<file path="config.mk">
export PLATFORM = sky130hd
export DESIGN_NAME = multicycle_control_unit
export DESIGN_NICKNAME = d
export VERILOG_FILES = /design/src/rtl/multicycle_control_unit.sv
export SDC_FILE = /design/constraint.sdc
export NUM_CORES = 1
export LEC_CHECK = 0
export BUFFER_PORTS_ARGS = -buffer_cell sky130_fd_sc_hd__buf_2
export CELL_PAD_IN_SITES_DETAIL_PLACEMENT = 0
export CELL_PAD_IN_SITES_GLOBAL_PLACEMENT = 1
export CORE_ASPECT_RATIO = 0.75
export CORE_MARGIN = 2
export CORE_UTILIZATION = 28
export DETAILED_ROUTE_END_ITERATION = 10
export GPL_TIMING_DRIVEN = 0
export PLACE_DENSITY = 0.76
export SKIP_CTS_REPAIR_TIMING = 1
export SKIP_LAST_GASP = 1
export SYNTH_ARGS = -nofsm -noshare
export SYNTH_HDL_FRONTEND = slang
export SYNTH_SLANG_ARGS = --single-unit
</file>
<file path="constraint.sdc">
create_clock -name clk -period 4.8 [get_ports clk]
set_input_delay 0.24 -clock clk [delete_from_list [all_inputs] [get_ports clk]]
set_output_delay 0.24 -clock clk [all_outputs]
set_load 0.1 [all_outputs]
</file>
<file path="src/rtl/multicycle_control_unit.sv">
// -----------------------------------------------------------------------------
// multicycle_control_unit
//
// Multi-cycle control unit for the 16-bit processor. Owns the program counter
// and instruction register, fetches over a req/ack handshake (so instruction
// memory may insert wait states), and sequences each instruction through a
// five-state FSM: FETCH, DECODE, EXEC, MEM, WB. Branch and jump targets are
// resolved here.
//
// Ports:
//   clk          clock, rising edge
//   reset        asynchronous, active-high
//   stall        freezes FSM, PC and IR; suppresses retire
//   imem_req     fetch request, high exactly in FETCH
//   imem_addr    fetch address (equals pc)
//   imem_ack     fetch accepted, imem_rdata valid in the same cycle
//   imem_rdata   fetched instruction
//   dmem_ack     data memory access complete
//   take_branch  branch condition from the ALU, sampled in EXEC
//   pc_target    absolute branch/jump target, sampled in EXEC
//   pc           program counter
//   instr        instruction register
//   regdest, alusrc, memtoreg, branch, jump   decode controls
//   memread, memwrite                          data memory strobes
//   regwrite     register-file write strobe
//   state        FETCH=0, DECODE=1, EXEC=2, MEM=3, WB=4
//   retire       one-cycle pulse in the final cycle of each instruction
// -----------------------------------------------------------------------------
module multicycle_control_unit #(
  parameter int              PC_W     = 8,
  parameter int              INSTR_W  = 16,
  parameter logic [PC_W-1:0] RESET_PC = '0
) (
  input  logic               clk,
  input  logic               reset,
  input  logic               stall,
  output logic               imem_req,
  output logic [PC_W-1:0]    imem_addr,
  input  logic               imem_ack,
  input  logic [INSTR_W-1:0] imem_rdata,
  input  logic               dmem_ack,
  input  logic               take_branch,
  input  logic [PC_W-1:0]    pc_target,
  output logic [PC_W-1:0]    pc,
  output logic [INSTR_W-1:0] instr,
  output logic               regdest,
  output logic               alusrc,
  output logic               memtoreg,
  output logic               branch,
  output logic               jump,
  output logic               memread,
  output logic               memwrite,
  output logic               regwrite,
  output logic [2:0]         state,
  output logic               retire
);

  typedef enum logic [2:0] {
    S_FETCH  = 3'd0,
    S_DECODE = 3'd1,
    S_EXEC   = 3'd2,
    S_MEM    = 3'd3,
    S_WB     = 3'd4
  } state_t;

  state_t               r_state;
  state_t               w_state_nxt;
  logic [PC_W-1:0]      r_pc;
  logic [PC_W-1:0]      w_pc_nxt;
  logic [INSTR_W-1:0]   r_ir;
  logic [INSTR_W-1:0]   w_ir_nxt;

  logic [3:0]           w_op;
  logic                 w_is_r;
  logic                 w_is_imm;
  logic                 w_is_lw;
  logic                 w_is_sw;
  logic                 w_is_jmp;
  logic                 w_is_br;
  logic                 w_dec_en;

  // Opcode class decode from the instruction register. Every opcode maps to
  // exactly one class, so no illegal-instruction path is needed.
  always_comb begin
    w_op     = r_ir[3:0];
    w_is_r   = 1'b0;
    w_is_imm = 1'b0;
    w_is_lw  = 1'b0;
    w_is_sw  = 1'b0;
    w_is_jmp = 1'b0;
    w_is_br  = 1'b0;
    case (w_op)
      4'd5, 4'd6:   w_is_imm = 1'b1;
      4'd7:         w_is_lw  = 1'b1;
      4'd8:         w_is_sw  = 1'b1;
      4'd9:         w_is_jmp = 1'b1;
      4'd10, 4'd11: w_is_br  = 1'b1;
      default:      w_is_r   = 1'b1;
    endcase
  end

  // State, PC and IR registers
  always_ff @(posedge clk or posedge reset) begin
    if (reset) begin
      r_state <= S_FETCH;
      r_pc    <= RESET_PC;
      r_ir    <= '0;
    end else begin
      r_state <= w_state_nxt;
      r_pc    <= w_pc_nxt;
      r_ir    <= w_ir_nxt;
    end
  end

  // Next-state, PC and IR update; stall freezes everything and masks acks
  always_comb begin
    w_state_nxt = r_state;
    w_pc_nxt    = r_pc;
    w_ir_nxt    = r_ir;
    if (!stall) begin
      case (r_state)
        S_FETCH: begin
          if (imem_ack) begin
            w_state_nxt = S_DECODE;
            w_ir_nxt    = imem_rdata;
            w_pc_nxt    = r_pc + 1'b1;  // wraps modulo 2^PC_W
          end
        end
        S_DECODE: w_state_nxt = S_EXEC;
        S_EXEC: begin
          if (w_is_lw || w_is_sw) begin
            w_state_nxt = S_MEM;
          end else if (w_is_jmp) begin
            w_state_nxt = S_FETCH;
            w_pc_nxt    = pc_target;
          end else if (w_is_br) begin
            w_state_nxt = S_FETCH;
            if (take_branch) w_pc_nxt = pc_target;
          end else begin
            w_state_nxt = S_WB;
          end
        end
        S_MEM: begin
          if (dmem_ack) w_state_nxt = w_is_lw ? S_WB : S_FETCH;
        end
        S_WB:    w_state_nxt = S_FETCH;
        default: w_state_nxt = S_FETCH;
      endcase
    end
  end

  // Control outputs are pure functions of state and IR, so they hold by
  // themselves while stalled; only retire needs explicit masking.
  always_comb begin
    w_dec_en  = (r_state != S_FETCH);
    regdest   = w_dec_en & (w_is_r | w_is_imm);
    alusrc    = w_dec_en & (w_is_imm | w_is_lw | w_is_sw);
    memtoreg  = w_dec_en & w_is_lw;
    branch    = w_dec_en & w_is_br;
    jump      = w_dec_en & w_is_jmp;
    memread   = (r_state == S_MEM) & w_is_lw;
    memwrite  = (r_state == S_MEM) & w_is_sw;
    regwrite  = (r_state == S_WB);
    imem_req  = (r_state == S_FETCH);
    retire    = ~stall & ((r_state == S_WB) |
                          ((r_state == S_MEM) & w_is_sw & dmem_ack) |
                          ((r_state == S_EXEC) & (w_is_jmp | w_is_br)));
  end

  assign imem_addr = r_pc;
  assign pc        = r_pc;
  assign instr     = r_ir;
  assign state     = r_state;

endmodule
</file>
==> impl_metrics.json <==
{
  "outcome": "finished clean",
  "die_y_um": 70.0,
  "start_util_pct": 29.7,
  "die-area_um2": 6440,
  "crit_path_start_kind": "register",
  "cts_root_buf": "clkbuf_8",
  "regToRegEndpoint": "instr[8]$_DFFE_PP0P_",
  "async_reset_ff_share_pct": 100,
  "grt_pass1_vias": 1467,
  "worst_clock_skew_ns": 0.00372,
  "synthesis.area_um2": 1630,
  "clock-sinks": 27,
  "report.final.slew_viol_count": 0,
  "hold_viol": 0,
  "setup_tns_ns": 0,
  "synth_top_area_cell": "dfrtp_1",
  "grt_max_degree": 28,
  "synth_cells": 161,
  "worstHoldPathType": "in -> async",
  "worst_pin_slew_ns": 1.01,
  "cts_max_level": 1,
  "synth-seq-cells": 27,
  "r2r-start": "state[2]$_DFFE_PP0P_",
  "ios": 75,
  "rsz0062_at_grt": "false",
  "wl_per_cell_um": 13.5,
  "synth.area.top_cells": "dfrtp_1 (42%), mux2_4 (9.2%), o21ai_0 (4.3%)",
  "end_kind": "output port",
  "gp_congestion": 0.784,
  "drtPass1Iterations": 4,
  "grt_usage_pct": 13.9,
  "rows": 23,
  "synth_edf_count": 0,
  "layout.nets": 270,
  "routed_wirelength_um": 4230,
  "io_buffers": 73,
  "fin_crit_sh_pct": 48.8,
  "setup_viol": 0,
  "synthesis.nets": 192,
  "grt_pass1_wl_um": 7180,
  "ys_warn_count": 0,
  "final_area_um2": 2150,
  "vias_per_cell": 4.77,
  "path_class": "reg -> out",
  "antennaDiodeCount": 0,
  "multi_input_area_um2": 812,
  "avgSynthCellArea_um2": 10.1,
  "max_freq_mhz": 427,
  "drv_cap": 0,
  "postRouteAntennaNets": 0,
  "relSlewSlack_pct": 32.3,
  "fillers": 577,
  "regArea_um2": 676,
  "vias": 1493,
  "clock_latency_ns": 0.29,
  "period_minus_slack_ns": 2.34,
  "synth_cell_types": 42,
  "place_hpwl_um": 3240,
  "synth_top_area_share_pct": 41.6,
  "core-area_um2": 5470,
  "r2r_slack_ns": 2.79,
  "area_growth_pct": 32.0,
  "drc": 0,
  "overflow": 0,
  "drt_iter0_drc": 53,
  "synthFlopType": "dfrtp_1",
  "cts.path.max_buffers": 2,
  "clk_pin_slew_ns": 0.10,
  "arrival_ns": 2.10,
  "reg2reg_depth": 6,
  "drive_gt1_share_pct": 47.1,
  "placed_cell_area_um2": 2100,
  "crit_path_max_fanout": 7,
  "antenna_found_initial": 0,
  "worstPathRequired_ns": 4.56,
  "cts_tree": "built",
  "yosysSeqAreaShare_pct": 41.6,
  "cts_buffers": 3,
  "die-width_um": 92.0
}
-- final cells by class --
| type | instances | area share, % |
|---|---|---|
| Inverter | 7 | 1.22 |
| Clock inverter | 1 | 0.408 |
| Timing Repair Buffer | 73 | 17.0 |
| Sequential cell | 27 | 31.5 |
| Clock buffer | 3 | 1.92 |
| Tap cell | 75 | 4.37 |
| Buffer | 16 | 5.71 |
| Multi-Input combinational cell | 111 | 37.8 |
-- layout by cell type, fill, tap and decap left out, types with 2 or more instances in the layout --
master     netlist  layout
a211oi_1         2       2
a21oi_1          9       9
a31oi_1          5       5
and2_1           2       2
buf_2            1      74
buf_4            8       8
buf_6            2       2
clkbuf_1         3       3
clkbuf_8         0       3
dfrtp_1         27      27
inv_1            7       7
mux2_2           6       6
mux2_4          10      10
mux2i_1          4       4
nand2_1          8       8
nand2b_1         2       2
nand3_1          2       2
nor2_1          13      13
nor3_1           4       4
nor3b_1          3       2
nor4_1           2       2
o21ai_0         14      14
o2bb2ai_1        4       4
o41ai_1          3       3
or3b_2           2       2
-- logic make-up (layout without fill, tap and decap cells) --
| kind of cell | Yosys count | in the layout | share of synthesized area, % |
|---|---|---|---|
| adders and majority gates | 1 | 1 | 0.770 |
| muxes | 20 | 20 | 15.9 |
| buffers and inverters | 23 | 100 | 9.16 |
| AOI/OAI and AO/OA | 44 | 44 | 17.2 |
| and+or+nand+nor | 46 | 46 | 15.4 |
| DFF | 27 | 27 | 41.6 |
-- cell usage after synthesis (4+ instances only) --
master      n
a21oi_1     9
buf_4       8
mux2i_1     4
mux2_4     10
nor2_1     13
o2bb2ai_1   4
nand2_1     8
dfrtp_1    27
mux2_2      6
inv_1       7
a31oi_1     5
o21ai_0    14
nor3_1      4
-- state kept, by name, indices dropped and copies added (netlist names) --
signal	flops
instr	16
imem_addr	8
state	3
-- metal layers --
| metal | track usage (%) | routed length (um) | part of all wire [%] | vias up |
|---|---|---|---|---|
| li1 | - | - | - | 744 |
| met1 | 19.6 | 2020 | 48 | 682 |
| met2 | 20.5 | 1800 | 42 | 61 |
| met3 | 4.10 | 350 | 8.3 | 6 |
| met4 | 4.15 | 66 | 1.6 | 0 |
| met5 | 0 | 0 | 0 | - |
-- stage by stage --
| stage | utilization [%] | setup WS, ns | hold WS, ns | std cells |
|---|---|---|---|---|
| after CTS | 39.2 | 2.43 | 0.164 | 313 |
| after global placement | 38.3 | 2.77 | 0.472 | 309 |
| final | 39.2 | 2.46 | 0.171 | 313 |
| after floorplan | - | 0.796 | 0.293 | 161 |
| after global routing | 39.2 | 2.35 | 0.152 | 313 |
| after detailed placement | 38.3 | 2.77 | 0.475 | 309 |
-- worst max-delay path, stage by stage, from the launching register on --
cell	delay, ns
dfrtp_1	0.47
or4b_2	0.76
a21oi_1	0.15
buf_2	0.44
-- worst max path at each step --
stage | from | endpoint | slack, ns | cells after the start
3_5_place_dp | instr[0]$_DFFE_PP0P_ | alusrc | 2.77 | 3
2_1_floorplan | state[2]$_DFFE_PP0P_ | retire | 0.80 | 4
5_1_grt | instr[0]$_DFFE_PP0P_ | alusrc | 2.35 | 3
4_1_cts | instr[0]$_DFFE_PP0P_ | alusrc | 2.43 | 3
3_3_place_gp | instr[0]$_DFFE_PP0P_ | alusrc | 2.77 | 3
6_report | instr[0]$_DFFE_PP0P_ | alusrc | 2.46 | 3
Power is not shown: default switching activity piles up to over one toggle a cycle in this logic, so the estimate is an artifact.
